`src/rtl/mc_pkg.sv`:
```
// Shared constants for the multi-cycle MIPS control unit.
//   - opcode / funct encodings of the supported instructions
//   - ALU operation codes, FSM state encodings
//   - datapath mux-select encodings
//   - instruction class vector produced by mc_instr_class
package mc_pkg;

    localparam int ALU_OP_WIDTH = 4;
    localparam int STATE_WIDTH  = 4;
    localparam int LUI_SHAMT    = 16;  // shift applied by the datapath when shamt_sel=1

    // Opcodes (IR[31:26])
    localparam logic [5:0] OP_RTYPE = 6'b000000;
    localparam logic [5:0] OP_ORI   = 6'b001101;
    localparam logic [5:0] OP_LUI   = 6'b001111;
    localparam logic [5:0] OP_LW    = 6'b100011;
    localparam logic [5:0] OP_SW    = 6'b101011;
    localparam logic [5:0] OP_BEQ   = 6'b000100;
    localparam logic [5:0] OP_JAL   = 6'b000011;

    // Functs (IR[5:0]) for R-type
    localparam logic [5:0] FN_ADDU = 6'b100001;
    localparam logic [5:0] FN_SUBU = 6'b100011;
    localparam logic [5:0] FN_SLL  = 6'b000000;
    localparam logic [5:0] FN_JR   = 6'b001000;

    typedef enum logic [ALU_OP_WIDTH-1:0] {
        ALU_ADD = 4'b0000,
        ALU_SUB = 4'b0001,
        ALU_OR  = 4'b0010,
        ALU_SLL = 4'b0011
    } alu_op_e;

    typedef enum logic [STATE_WIDTH-1:0] {
        S_FETCH  = 4'd0,
        S_DECODE = 4'd1,
        S_EXEC_R = 4'd2,
        S_WB_R   = 4'd3,
        S_EXEC_I = 4'd4,
        S_WB_I   = 4'd5,
        S_ADDR   = 4'd6,
        S_MEM_RD = 4'd7,
        S_MEM_WR = 4'd8,
        S_WB_MEM = 4'd9,
        S_BRANCH = 4'd10,
        S_JAL    = 4'd11,
        S_JR     = 4'd12
    } state_e;

    // ALU operand A select
    localparam logic       SRCA_PC  = 1'b0;
    localparam logic       SRCA_REG = 1'b1;
    // ALU operand B select
    localparam logic [2:0] SRCB_REG     = 3'b000;
    localparam logic [2:0] SRCB_FOUR    = 3'b001;
    localparam logic [2:0] SRCB_SEXT    = 3'b010;
    localparam logic [2:0] SRCB_ZEXT    = 3'b011;
    localparam logic [2:0] SRCB_SEXT_SH = 3'b100;
    // Register destination select
    localparam logic [1:0] DST_RT = 2'b00;
    localparam logic [1:0] DST_RD = 2'b01;
    localparam logic [1:0] DST_RA = 2'b10;
    // Write-back data select
    localparam logic [1:0] WB_ALU = 2'b00;
    localparam logic [1:0] WB_DM  = 2'b01;
    localparam logic [1:0] WB_PC  = 2'b10;
    // PC source select
    localparam logic [1:0] PC_ALU    = 2'b00;
    localparam logic [1:0] PC_ALUOUT = 2'b01;
    localparam logic [1:0] PC_JUMP   = 2'b10;
    localparam logic [1:0] PC_REGA   = 2'b11;

    typedef struct packed {
        logic r_alu;
        logic jr;
        logic ori;
        logic lui;
        logic lw;
        logic sw;
        logic beq;
        logic jal;
        logic bad;
    } instr_class_t;

endpackage

```
`src/rtl/mc_instr_class.sv`:
```
// Combinational instruction classifier.
// Ports:
//   opcode_i   IR[31:26]
//   funct_i    IR[5:0]
//   class_o    one-hot instruction class (exactly one field set)
//   r_alu_op_o ALU operation for an r_alu class instruction (ADD otherwise)
module mc_instr_class
    import mc_pkg::*;
(
    input  logic [5:0]   opcode_i,
    input  logic [5:0]   funct_i,
    output instr_class_t class_o,
    output alu_op_e      r_alu_op_o
);

    always_comb begin
        class_o    = '0;
        r_alu_op_o = ALU_ADD;
        case (opcode_i)
            OP_RTYPE: begin
                case (funct_i)
                    FN_ADDU: begin class_o.r_alu = 1'b1; r_alu_op_o = ALU_ADD; end
                    FN_SUBU: begin class_o.r_alu = 1'b1; r_alu_op_o = ALU_SUB; end
                    FN_SLL:  begin class_o.r_alu = 1'b1; r_alu_op_o = ALU_SLL; end
                    FN_JR:   class_o.jr  = 1'b1;
                    default: class_o.bad = 1'b1;
                endcase
            end
            OP_ORI:  class_o.ori = 1'b1;
            OP_LUI:  class_o.lui = 1'b1;
            OP_LW:   class_o.lw  = 1'b1;
            OP_SW:   class_o.sw  = 1'b1;
            OP_BEQ:  class_o.beq = 1'b1;
            OP_JAL:  class_o.jal = 1'b1;
            default: class_o.bad = 1'b1;
        endcase
    end

endmodule

```
`src/rtl/mc_ctrl_fsm.sv`:
```
// Multi-cycle MIPS control unit (Moore FSM; pc_write in BRANCH follows `equal`).
// Ports:
//   clk, reset             clock, synchronous active-high reset
//   opcode, funct, equal   IR fields and ALU equal flag
//   pc_write, ir_write, reg_write, mem_write     datapath write enables
//   alu_src_a, alu_src_b, alu_op, shamt_sel      ALU operand / operation selects
//   reg_dst, mem_to_reg, pc_src                  datapath mux selects
//   instr_done             last cycle of a legal instruction
//   illegal                DECODE cycle of an unsupported instruction
module mc_ctrl_fsm #(
    parameter int ALU_OP_W = 4
) (
    input  logic                clk,
    input  logic                reset,
    input  logic [5:0]          opcode,
    input  logic [5:0]          funct,
    input  logic                equal,
    output logic                pc_write,
    output logic                ir_write,
    output logic                reg_write,
    output logic                mem_write,
    output logic                alu_src_a,
    output logic [2:0]          alu_src_b,
    output logic [ALU_OP_W-1:0] alu_op,
    output logic                shamt_sel,
    output logic [1:0]          reg_dst,
    output logic [1:0]          mem_to_reg,
    output logic [1:0]          pc_src,
    output logic                instr_done,
    output logic                illegal
);
    import mc_pkg::*;

    state_e       state_q, state_d;
    instr_class_t cls;
    alu_op_e      r_alu_op;
    alu_op_e      alu_op_w;

    mc_instr_class u_class (
        .opcode_i   (opcode),
        .funct_i    (funct),
        .class_o    (cls),
        .r_alu_op_o (r_alu_op)
    );

    always_ff @(posedge clk) begin
        if (reset) state_q <= S_FETCH;
        else       state_q <= state_d;
    end

    assign alu_op = ALU_OP_W'(alu_op_w);

    always_comb begin
        state_d    = S_FETCH;
        pc_write   = 1'b0;
        ir_write   = 1'b0;
        reg_write  = 1'b0;
        mem_write  = 1'b0;
        alu_src_a  = SRCA_PC;
        alu_src_b  = SRCB_REG;
        alu_op_w   = ALU_ADD;
        shamt_sel  = 1'b0;
        reg_dst    = DST_RT;
        mem_to_reg = WB_ALU;
        pc_src     = PC_ALU;
        instr_done = 1'b0;
        illegal    = 1'b0;
        // Outputs stay at their zero defaults for the whole reset cycle so a
        // half-finished instruction cannot strobe a write.
        if (!reset) begin
            case (state_q)
                S_FETCH: begin
                    ir_write  = 1'b1;
                    pc_write  = 1'b1;
                    alu_src_b = SRCB_FOUR;
                    state_d   = S_DECODE;
                end
                S_DECODE: begin
                    alu_src_b = SRCB_SEXT_SH;
                    if      (cls.r_alu)          state_d = S_EXEC_R;
                    else if (cls.jr)             state_d = S_JR;
                    else if (cls.ori || cls.lui) state_d = S_EXEC_I;
                    else if (cls.lw || cls.sw)   state_d = S_ADDR;
                    else if (cls.beq)            state_d = S_BRANCH;
                    else if (cls.jal)            state_d = S_JAL;
                    else begin
                        illegal = 1'b1;
                        state_d = S_FETCH;
                    end
                end
                S_EXEC_R: begin
                    alu_src_a = SRCA_REG;
                    alu_op_w  = r_alu_op;
                    state_d   = S_WB_R;
                end
                S_WB_R: begin
                    reg_write  = 1'b1;
                    reg_dst    = DST_RD;
                    instr_done = 1'b1;
                end
                S_EXEC_I: begin
                    alu_src_a = SRCA_REG;
                    alu_src_b = SRCB_ZEXT;
                    if (cls.lui) begin
                        alu_op_w  = ALU_SLL;
                        shamt_sel = 1'b1;
                    end else begin
                        alu_op_w  = ALU_OR;
                    end
                    state_d = S_WB_I;
                end
                S_WB_I: begin
                    reg_write  = 1'b1;
                    instr_done = 1'b1;
                end
                S_ADDR: begin
                    alu_src_a = SRCA_REG;
                    alu_src_b = SRCB_SEXT;
                    state_d   = cls.lw ? S_MEM_RD : S_MEM_WR;
                end
                S_MEM_RD: state_d = S_WB_MEM;
                S_MEM_WR: begin
                    mem_write  = 1'b1;
                    instr_done = 1'b1;
                end
                S_WB_MEM: begin
                    reg_write  = 1'b1;
                    mem_to_reg = WB_DM;
                    instr_done = 1'b1;
                end
                S_BRANCH: begin
                    alu_src_a  = SRCA_REG;
                    alu_op_w   = ALU_SUB;
                    pc_src     = PC_ALUOUT;
                    pc_write   = equal;
                    instr_done = 1'b1;
                end
                S_JAL: begin
                    reg_write  = 1'b1;
                    reg_dst    = DST_RA;
                    mem_to_reg = WB_PC;
                    pc_write   = 1'b1;
                    pc_src     = PC_JUMP;
                    instr_done = 1'b1;
                end
                S_JR: begin
                    pc_write   = 1'b1;
                    pc_src     = PC_REGA;
                    instr_done = 1'b1;
                end
                default: state_d = S_FETCH;
            endcase
        end
    end

endmodule

```
`config.mk`:
```
export PLATFORM = sky130hd
export DESIGN_NAME = mc_ctrl_fsm
export DESIGN_NICKNAME = d
export VERILOG_FILES = /design/src/rtl/mc_pkg.sv /design/src/rtl/mc_instr_class.sv /design/src/rtl/mc_ctrl_fsm.sv
export SDC_FILE = /design/constraint.sdc
export NUM_CORES = 1
export LEC_CHECK = 0
export ABC_AREA = 1
export ABC_CLOCK_PERIOD_IN_PS = 1850
export CAP_MARGIN = 20
export CORE_MARGIN = 2
export CORE_UTILIZATION = 44
export CTS_BUF_LIST = sky130_fd_sc_hd__clkbuf_8
export CTS_CLUSTER_DIAMETER = 30
export DETAILED_ROUTE_END_ITERATION = 12
export PLACE_DENSITY = 0.88
export SYNTH_ARGS = -nofsm -noshare
export SYNTH_HDL_FRONTEND = slang
export SYNTH_SLANG_ARGS = --single-unit
```
`constraint.sdc`:
```
create_clock -name clk -period 1.85 [get_ports clk]
set_input_delay 0.37 -clock clk [delete_from_list [all_inputs] [get_ports clk]]
set_output_delay 0.37 -clock clk [all_outputs]
set_load 0.03 [all_outputs]
```
==> results of run 1 <==
cell families (layout without fill, tap and decap cells):
family                 count (synthesis)  in the layout  synth area share
AOI/OAI and AO/OA                     12             12             0.108
buffers and inverters                 27             84             0.153
DFF                                    4              4             0.112
other                                  1              2           0.00522
and+or+nand+nor                       86             86             0.622
critical path, stage by stage (launching register included):
cell     delay (ps)
dfxtp_4         380
inv_2            70
nor2_2          170
inv_2            80
nor2_2          150
inv_2            90
nand2_1          90
o21ai_1          80
inv_1            80
buf_4           150
how the worst max path moves through the flow:
stage	end	slack, ps	cells after the start
2_1_floorplan	illegal	30	7
3_5_place_dp	alu_op[0]	-290	7
5_1_grt	alu_src_a	-190	9
4_1_cts	illegal	4	7
6_report	alu_src_a	-90	9
3_3_place_gp	illegal	-220	7
power by group:
group | switching (mW) | internal [mW] | leakage [nW]
Sequential | 0.00623 | 0.0876 | 0.0352
Clock | 0.0506 | 0.139 | 0.0216
Combinational | 0.126 | 0.0833 | 0.615
repair_timing:
action | 4_1_cts | 5_1_grt
cloned | 0 | 0
resized for setup | 31 | 36
endpoints found under the setup margin | 17 | 10
setup buffers | 6 | 5
pin swaps | 17 | 16
metal layers:
layer | routed length (um) | vias to the layer above | GRT usage | part of all wire
met5 | 0 | - | 0 | 0
met4 | 113 | 0 | 0.121 | 0.032
met3 | 295 | 21 | 0.0980 | 0.084
met2 | 1780 | 92 | 0.576 | 0.51
met1 | 1330 | 547 | 0.348 | 0.38
li1 | - | 528 | - | -
area by class of cell:
type	count	area [sq um]	share of cell area
flip-flops and latches	4	92.6	0.0692
clock buffers	3	41.3	0.0309
inverters	23	88.8	0.0664
repair buffers	58	458	0.342
multi-input cells	100	637	0.476
well taps	16	20.0	0.0150
cell usage after synthesis:
master / n / area, sq um
nor2_2: 6 / 37.5
nand2_1: 23 / 86.3
nand4_1: 4 / 25.0
clkbuf_1: 1 / 3.75
nand2_2: 3 / 18.8
nor3_1: 3 / 15.0
nor3_2: 2 / 20.0
and2_1: 1 / 6.26
dfxtp_1: 4 / 80.1
nor2_1: 24 / 90.1
nand3_2: 2 / 20.0
o211ai_1: 1 / 7.51
conb_1: 1 / 3.75
inv_2: 9 / 33.8
buf_4: 2 / 15.0
a21oi_2: 1 / 8.76
o21ai_1: 1 / 5.00
nand3_1: 12 / 60.1
nand2_4: 1 / 11.3
a21oi_1: 7 / 35.0
inv_1: 14 / 52.6
nor2_4: 5 / 56.3
a41oi_1: 1 / 8.76
buf_2: 1 / 5.00
a31oi_2: 1 / 12.5
stage by stage:
stage               setup TNS, ps  cells   util
global route                 -808    204  0.878
global placement            -1660    190  0.730
floorplan                       0    131      -
CTS                             0    199  0.809
finish                       -194    204  0.878
detailed placement          -1970    190  0.730
cell usage in the layout (no fill, tap or decap), drive strengths merged:
cell type and count:
o211ai 1, inv 23, dfxtp 4, clkdlybuf4s50 1, o21ai 1, a21oi 8
a41oi 1, clkbuf 9, nand4 4, nor3 5, buf 44, nand3 14
and2 1, a31oi 1, nand2 27, conb 2, nor2 35, dlygate4sd2 7
==> metrics.txt, run 1 <==
Tot GR Track Use 0.320; # H-tree levels 1; Slew Viols, Final 0; die width 44.4 um; Die ar. 0.00197 sq mm; largest net degree at the start of global routing 10; synth unique cells 25; Final Setup Violations 6; Worst Hold Margin 583 ps; Pwr Density 368 mW/mm^2; Initial Utilization 0.471; initial antenna violation count 0; Data arrival, critical path 1570 ps; DP Worst Slack -292 ps; Syn Area/Cell 5.52 sq um; layout cell share with drive strength beyond 1 0.564; Crit path required time 1480 ps; Final Cycle Share 1.05; Hold Startpoint opcode[4]; Hold Crit Depth 6; Synth warnings 0; crit end category output port; vias per inst 5.82; CP Class reg -> out; status complete, but fails checks; number of diodes 0; Pre-antenna DRT Iters 4; # rows 14; worst r2r src state_q[2]; worst-case clock buffer depth 2; PnR Total Power 493 uW; violated checks setup timing; Worst-path clk slew 40 ps; Max Cap Violations 0; achievable frequency 516 MHz; Design Area, Final 0.00134 sq mm; Hold Path End state_q[0]; CP Launch Point state_q[3]; clock sink count 4; reg2reg end state_q[0]; # port buffers 33; largest registers state_q (4); DPL Wire Length 1810 um; drt first-iter violations 54; CTS tree done; Cell Area, Placed 0.00111 sq mm; routability cong. 0.858; CP max FO 5; Die Y 44.4 um; Max IR drop VDD 0.000627 V; Root Buffer clkbuf_8; vias in the first global route 1077; vias 1188; Layout fillers 74; post-synthesis sequential area ratio 0.111; Avg WL per Cell 17.3 um; unrepaired setup endpoints after global routing yes; reg-to-reg slack, setup 550 ps; GRT overflow 0; Hold Vio Cnt, Final 0; clk_lat worst skew 220 ps; final clock skew 6.85 ps; Cells after Synth 130; Seq cells post-synth 4; cts hold-fix bufs 0; routed wire length 3520 um; Lkg Pwr 0.671 nW; I/O Pins 36; Startpoint Class flop; Largest register FFs 4; PnR worst setup slack -88.7 ps; Top reg by flops state_q; DRC Markers 0; FF-to-FF path depth 9; core area 0.00152 sq mm; first-pass GRT wire length 4550 um; Synth Cell Area 718 sq um; Num CTS Buffers 3; antenna-violating nets left 0; Tmin final 1940 ps; Final nets 205; hold crit path type in -> reg; Syn-to-layout area delta 86.2%
Note: power is estimated with default switching activity, not from simulation.
==> inputs of run 2 (changes only) <==
--- a/config.mk
+++ b/config.mk
@@ -13,6 +13,7 @@
 export CTS_BUF_LIST = sky130_fd_sc_hd__clkbuf_8
 export CTS_CLUSTER_DIAMETER = 30
 export DETAILED_ROUTE_END_ITERATION = 12
+export GPL_ROUTABILITY_DRIVEN = 0
 export PLACE_DENSITY = 0.88
 export SYNTH_ARGS = -nofsm -noshare
 export SYNTH_HDL_FRONTEND = slang
==> metrics.txt, run 2 (synthesis gave the netlist of run 1 again) <==
crit path cell chain nor2_4 -> nand3_4 -> nor3_4 -> nand3_2 -> a21oi_2 -> buf_6 (was inv_2 -> nor2_2 -> inv_2 -> nor2_2 -> inv_2 -> nand2_1 -> o21ai_1 -> inv_1 -> buf_4); vias 1370 (was 1188); Post-Layout Cell Count 210 (was 204); hold crit path type in -> reg (unchanged); GRT overflow 0 (unchanged); CTS tree done (unchanged); Die ar. 0.00197 sq mm (unchanged); layout cell share with drive strength beyond 1 0.577 (was 0.564); most common cell after layout, fill and taps aside buf_4 (unchanged); Slowest cell on crit path dfxtp_4 (unchanged); final clock skew 5.61 ps (was 6.85 ps); Final Setup Violations 8 (was 6); Largest register FFs 4 (unchanged); TNS Setup -655 ps (was -194 ps); Crit path required time 1480 ps (about the same); cts hold-fix bufs 0 (unchanged); Initial Utilization 0.471 (unchanged); Max IR drop VDD 0.000583 V (was 0.000627 V); # rows 14 (unchanged); worst-case clock buffer depth 2 (unchanged); internal power 319 uW (was 310 uW); Gate power share 0.449 (was 0.424); Num CTS Buffers 3 (unchanged); routed wire length 4550 um (was 3520 um); # H-tree levels 1 (unchanged); antenna-violating nets left 0 (unchanged); Hold Vio Cnt, Final 0 (unchanged); unrepaired setup endpoints after global routing yes (unchanged); number of diodes 0 (unchanged); Lkg Pwr 0.705 nW (was 0.671 nW); largest registers state_q (4) (unchanged); P_sw 197 uW (was 183 uW); drt first-iter violations 137 (was 54); Die Y 44.4 um (unchanged); # port buffers 33 (unchanged); DRC Markers 0 (unchanged); Final Cycle Share 1.12 (was 1.05); CP max stage delay 360 ps (was 380 ps); PnR worst setup slack -228 ps (was -88.7 ps); Data arrival, critical path 1710 ps (was 1570 ps); Tot GR Track Use 0.344 (was 0.320); sequential power share 0.184 (was 0.190); violated checks setup timing (unchanged); # placed instances 190 (unchanged); most frequent cells in the layout 43 x buf_4, 18 x nand2_1, 17 x nor2_1, 12 x nor2_4, 11 x inv_2 (was 37 x buf_4, 20 x nand2_1, 18 x nor2_1, 12 x inv_2, 10 x inv_1); crit end category output port (unchanged); clock share of power 0.367 (was 0.385); CP max FO 4 (was 5); Layout fillers 41 (was 74); Pre-antenna DRT Iters 5 (was 4); Startpoint Class flop (unchanged); vias in the first global route 1199 (was 1077); core area 0.00152 sq mm (unchanged); I/O Pins 36 (unchanged); achievable frequency 481 MHz (was 516 MHz); CP Class reg -> out (unchanged); vias per inst 6.52 (was 5.82); Pwr Density 356 mW/mm^2 (was 368 mW/mm^2); largest net degree at the start of global routing 10 (unchanged); Root Buffer clkbuf_8 (unchanged); status complete, but fails checks (unchanged); first-pass GRT wire length 4970 um (was 4550 um); Max Cap Violations 0 (unchanged); Avg WL per Cell 21.7 um (was 17.3 um); DPL Wire Length 1830 um (was 1810 um); Slew Viols, Final 0 (unchanged); Tmin final 2080 ps (was 1940 ps); Final nets 211 (was 205); die width 44.4 um (unchanged); Worst-path clk slew 30 ps (was 40 ps); Top reg by flops state_q (unchanged); switch share 0.381 (was 0.371); clk_lat worst skew 220 ps (about the same); Syn-to-layout area delta 102% (was 86.2%); initial antenna violation count 0 (unchanged); clock sink count 4 (unchanged)
## run 2: layer usage
metal / GRT usage / wire length [um]
met5: 0 / 0
met3: 0.0939 / 564
met4: 0.182 / 386
met1: 0.359 / 1550
met2: 0.621 / 2040
## run 2: metrics by stage
stage                     area [sq um]  utilization  worst slack [ps]  power [mW]  hold slack [ps]
after CTS                         1270        0.833             -10.9       0.461              734
after floorplan                    728            -              30.8       0.189              625
after global placement            1110        0.730              -216       0.261              720
final                             1450        0.952              -228       0.516              659
after global routing              1450        0.952              -230       0.536              672
after detailed placement          1110        0.730              -262       0.266              716
## run 2: worst paths after layout
kind | from | to | slack [ps] | cells after the start
max | state_q[3] | alu_op[1] | -230 | 6
min | reset | state_q[3] | 660 | 3
max reg2reg | state_q[3] | state_q[0] | 400 | 10
min reg2reg | state_q[2] | state_q[3] | 840 | 4
## run 2: power by group through the flow
| stage | sequential (mW) | clock (mW) | combinational, mW |
|---|---|---|---|
| after floorplan | 0.0950 | 0 | 0.0936 |
| after global placement | 0.0960 | 0 | 0.165 |
| after detailed placement | 0.0961 | 0 | 0.170 |
| after CTS | 0.0941 | 0.186 | 0.182 |
| after global routing | 0.0952 | 0.198 | 0.243 |
| final | 0.0950 | 0.189 | 0.232 |
## run 2: area by class of cell
type | instances | area, sq um | area share
clock buffer | 3 | 41.3 | 0.0284
inverter | 23 | 93.8 | 0.0647
multi-input combinational | 100 | 669 | 0.461
sequential | 4 | 92.6 | 0.0638
tap | 16 | 20.0 | 0.0138
timing repair buffer | 64 | 534 | 0.368
## run 2: worst max-delay path: cells and delay by family (launching register included)
| kind | cells | cell delay (ps) |
|---|---|---|
| AND/OR/NAND/NOR | 4 | 750 |
| flip-flops | 1 | 360 |
| AO/OA/AOI/OAI | 1 | 210 |
| buffers and inverters | 1 | 160 |
## run 2: what timing repair did
item | 4_1_cts | 5_1_grt
gates resized for setup | 32 | 37
pin swaps | 17 | 13
setup buffers | 9 | 8
setup endpoints to repair | 17 | 12
==> inputs of run 3 (changes only) <==
--- a/config.mk
+++ b/config.mk
@@ -5,16 +5,16 @@
 export SDC_FILE = /design/constraint.sdc
 export NUM_CORES = 1
 export LEC_CHECK = 0
-export ABC_AREA = 1
 export ABC_CLOCK_PERIOD_IN_PS = 1850
 export CAP_MARGIN = 20
 export CORE_MARGIN = 2
-export CORE_UTILIZATION = 44
+export CORE_UTILIZATION = 43
 export CTS_BUF_LIST = sky130_fd_sc_hd__clkbuf_8
 export CTS_CLUSTER_DIAMETER = 30
 export DETAILED_ROUTE_END_ITERATION = 12
 export GPL_ROUTABILITY_DRIVEN = 0
 export PLACE_DENSITY = 0.88
+export RECOVER_POWER = 25
 export SYNTH_ARGS = -nofsm -noshare
 export SYNTH_HDL_FRONTEND = slang
 export SYNTH_SLANG_ARGS = --single-unit
==> metrics.txt, run 3 <==
status did not finish (was complete, but fails checks); stopping stage clock tree synthesis (4_1_cts); stop err [ERROR DPL-0033] detailed placement checks failed during check placement.; post-synthesis sequential area ratio 0.118 (was 0.111); Cells after Synth 106 (was 130); Synth warnings 0 (unchanged); area leader, netlist dfxtp_1 (was nor2_1); most frequent cells after synthesis 13 x nor2_1, 11 x nor3_1, 9 x nand2_1 (was 24 x nor2_1, 23 x nand2_1, 14 x inv_1); Top FF cell, synth dfxtp_1 (unchanged); synth unique cells 38 (was 25); Num CTS Buffers 3 (unchanged); die width 43.8 um (was 44.4 um); # port buffers 33 (unchanged); share of the synthesized area in the top cell type 0.118 (was 0.125); cts hold-fix bufs 0 (unchanged); post-cts repair resize count 44 (was 32); Syn Area/Cell 6.41 sq um (was 5.52 sq um); Synth Cell Area 679 sq um (was 718 sq um); Cell Area, Placed 0.00130 sq mm (was 0.00111 sq mm); synth top area cells dfxtp_1 12%, nor3_1 8.1%, nor2_1 7.2% (was nor2_1 13%, nand2_1 12%, dfxtp_1 11%); Root Buffer clkbuf_8 (unchanged); Die Y 43.8 um (was 44.4 um); Post-CTS Setup Bufs 6 (was 9); Initial Utilization 0.456 (was 0.471); clock sink count 4 (unchanged); Post-synth EDFFs 0 (unchanged); # rows 14 (unchanged); worst-case clock buffer depth 2 (unchanged); DPL Wire Length 2250 um (was 1830 um); # H-tree levels 1 (unchanged); most frequent cell after synthesis nor2_1 (unchanged); Synth async-reset ratio 0 (unchanged); I/O Pins 36 (unchanged); Seq cells post-synth 4 (unchanged)
==> run 3: cells by family after synthesis <==
group,count (synthesis),synth area share
xor gates and xnor gates,1,0.0129
buffers and inverters,12,0.0773
other,1,0.00552
AOI/OAI and AO/OA,24,0.258
and+or+nand+nor,64,0.529
DFF,4,0.118
==> run 3: metrics by stage <==
step	std cells	setup WS (ps)	hold WS [ps]
3_5_place_dp	177	-1130	668
3_3_place_gp	177	-1060	651
2_1_floorplan	107	-180	558
==> inputs of run 4 (changes only) <==
--- a/config.mk
+++ b/config.mk
@@ -7,13 +7,11 @@
 export LEC_CHECK = 0
 export ABC_CLOCK_PERIOD_IN_PS = 1850
 export CAP_MARGIN = 20
-export CORE_MARGIN = 2
-export CORE_UTILIZATION = 43
-export CTS_BUF_LIST = sky130_fd_sc_hd__clkbuf_8
-export CTS_CLUSTER_DIAMETER = 30
+export CORE_AREA = 2 2 63 65
 export DETAILED_ROUTE_END_ITERATION = 12
+export DIE_AREA = 0 0 65 67
 export GPL_ROUTABILITY_DRIVEN = 0
-export PLACE_DENSITY = 0.88
+export PLACE_DENSITY_LB_ADDON = 0.15
 export RECOVER_POWER = 25
 export SYNTH_ARGS = -nofsm -noshare
 export SYNTH_HDL_FRONTEND = slang
==> metrics.txt, run 4 <==
Startpoint Class flop; Hold Vio Cnt, Final 0; CTS tree done; clock sink count 4 (unchanged); Cell Area, Placed 0.00135 sq mm (was 0.00130 sq mm); Pwr Density 300 mW/mm^2; area leader, netlist dfxtp_1 (unchanged); GRT busiest layer met2; M2 GR Usage 0.242; TNS Setup -1690 ps; Slew Viols, Final 0; Layout fillers 374; most frequent cells in the layout 46 x buf_4, 13 x buf_6, 8 x nor2_1, 7 x nand2_1; PnR Total Power 493 uW; Avg WL per Cell 12.1 um; Top reg by flops state_q; area taken by multi-input logic gates 777 sq um; Final Cycle Share 1.26; DPL Wire Length 1980 um (was 2250 um); CP Class reg -> out; FF/Latch Area 82.6 sq um; Final Setup Violations 9; Worst Hold Margin 646 ps; Post-synth EDFFs 0 (unchanged); Root Buffer clkbuf_8 (unchanged); hold crit path type in -> reg; most common cell after layout, fill and taps aside buf_4; Tmin final 2330 ps; initial antenna violation count 0; Die Y 67 um (was 43.8 um); Design Area, Final 0.00164 sq mm; DRC Markers 0; crit end category output port; violated checks setup timing; most frequent cells after synthesis 13 x nor2_1, 11 x nor3_1, 9 x nand2_1 (unchanged); Cells after Synth 106 (unchanged); # rows 22 (was 14); Max Cap Violations 0; met3 GRT Util 0.00507; I/O Pins 36 (unchanged); core area 0.00361 sq mm; most frequent cell after synthesis nor2_1 (unchanged); Initial Utilization 0.188 (was 0.456); Synth Cell Area 679 sq um (unchanged); DP Worst Slack -1090 ps (was -1130 ps); vias per inst 4.65; Die ar. 0.00436 sq mm; share of the synthesized area in the top cell type 0.118 (unchanged); Hold Crit Depth 5; status complete, but fails checks (was did not finish); PnR worst setup slack -475 ps; GRT overflow 0; drt first-iter violations 62; worst-case clock buffer depth 2 (unchanged); # port buffers 33 (unchanged); Synth warnings 0 (unchanged); Lkg Pwr 0.660 nW; vias in the first global route 983; Tot GR Track Use 0.122; routing usage on met1 0.146; achievable frequency 430 MHz; Seq cells post-synth 4 (unchanged); routed wire length 2740 um; Final nets 195; unrepaired setup endpoints after global routing yes; Data arrival, critical path 1960 ps; synth unique cells 38 (unchanged); Syn-to-layout area delta 142%; Pre-antenna DRT Iters 4; FF-to-FF path depth 6; vias 1051; clk_lat worst skew 210 ps; CP max FO 3; # H-tree levels 1 (unchanged); Top FF cell, synth dfxtp_1 (unchanged); layout cell share with drive strength beyond 1 0.652; Worst-path clk slew 30 ps; Largest register FFs 4; final clock skew 2.45 ps; Syn Area/Cell 6.41 sq um (unchanged); post-synthesis sequential area ratio 0.118 (unchanged); Synth async-reset ratio 0 (unchanged); antenna-violating nets left 0; largest registers state_q (4); synth top area cells dfxtp_1 12%, nor3_1 8.1%, nor2_1 7.2% (unchanged); largest net degree at the start of global routing 21; first-pass GRT wire length 4290 um; Max IR drop VDD 0.000155 V; Crit path required time 1480 ps; Num CTS Buffers 3 (unchanged); die width 65 um (was 43.8 um); number of diodes 0
-- run 4: cell counts after synthesis --
Identical to the previous run, type by type.
-- run 4: cell type report --
cell class / instances / area share
clock buffers: 3 / 0.0251
inverters: 2 / 0.00457
multi-input cells: 91 / 0.473
flip-flops and latches: 4 / 0.0502
well taps: 48 / 0.0365
repair buffers: 78 / 0.411
-- run 4: repair_timing --
item                                    4_1_cts  5_1_grt
cloned                                        1        0
pin swaps                                    10       23
hold buffers                                  0        0
endpoints found under the setup margin       23       13
setup buffers                                 5        9
gates resized for setup                      41       40
-- run 4: worst max-delay path: stages (launching register included) --
cell     delay [ps]
dfxtp_2         310
buf_6           110
or4b_4          530
nor4_4          370
a21oi_2         100
o22ai_2         170
buf_6           150
-- run 4: cell families (layout without fill, tap and decap cells) --
kind of cell / after synthesis / in the layout / synth area share
and+or+nand+nor: 64 / 64 / 0.529
AOI/OAI and AO/OA: 24 / 24 / 0.258
buffers and inverters: 12 / 83 / 0.0773
DFF: 4 / 4 / 0.118
other: 1 / 2 / 0.00552
xor gates and xnor gates: 1 / 1 / 0.0129
-- run 4: final timing paths --
path                                  from         end  slack, ps
worst max-delay path            state_q[3]   alu_op[0]       -480
worst min-delay path             opcode[3]  state_q[1]        650
worst max register to register  state_q[3]  state_q[1]       -260
worst min register to register  state_q[1]  state_q[3]        690
-- run 4: power by group --
part	internal, mW	leakage, nW	switching (mW)
Combinational	0.112	0.605	0.110
Clock	0.138	0.0216	0.0394
Sequential	0.0895	0.0336	0.00312
-- run 4: per-stage QoR --
step                 util  instances
floorplan               -        107
global placement    0.374        210
detailed placement  0.374        210
CTS                 0.420        219
global route        0.456        226
finish              0.456        226
-- run 4: per-layer routing --
layer	up-vias	part of all wire	wire, um
met5	-	0	0
met4	0	0	0
met3	0	0.039	107
met2	26	0.56	1540
met1	484	0.40	1100
li1	541	-	-
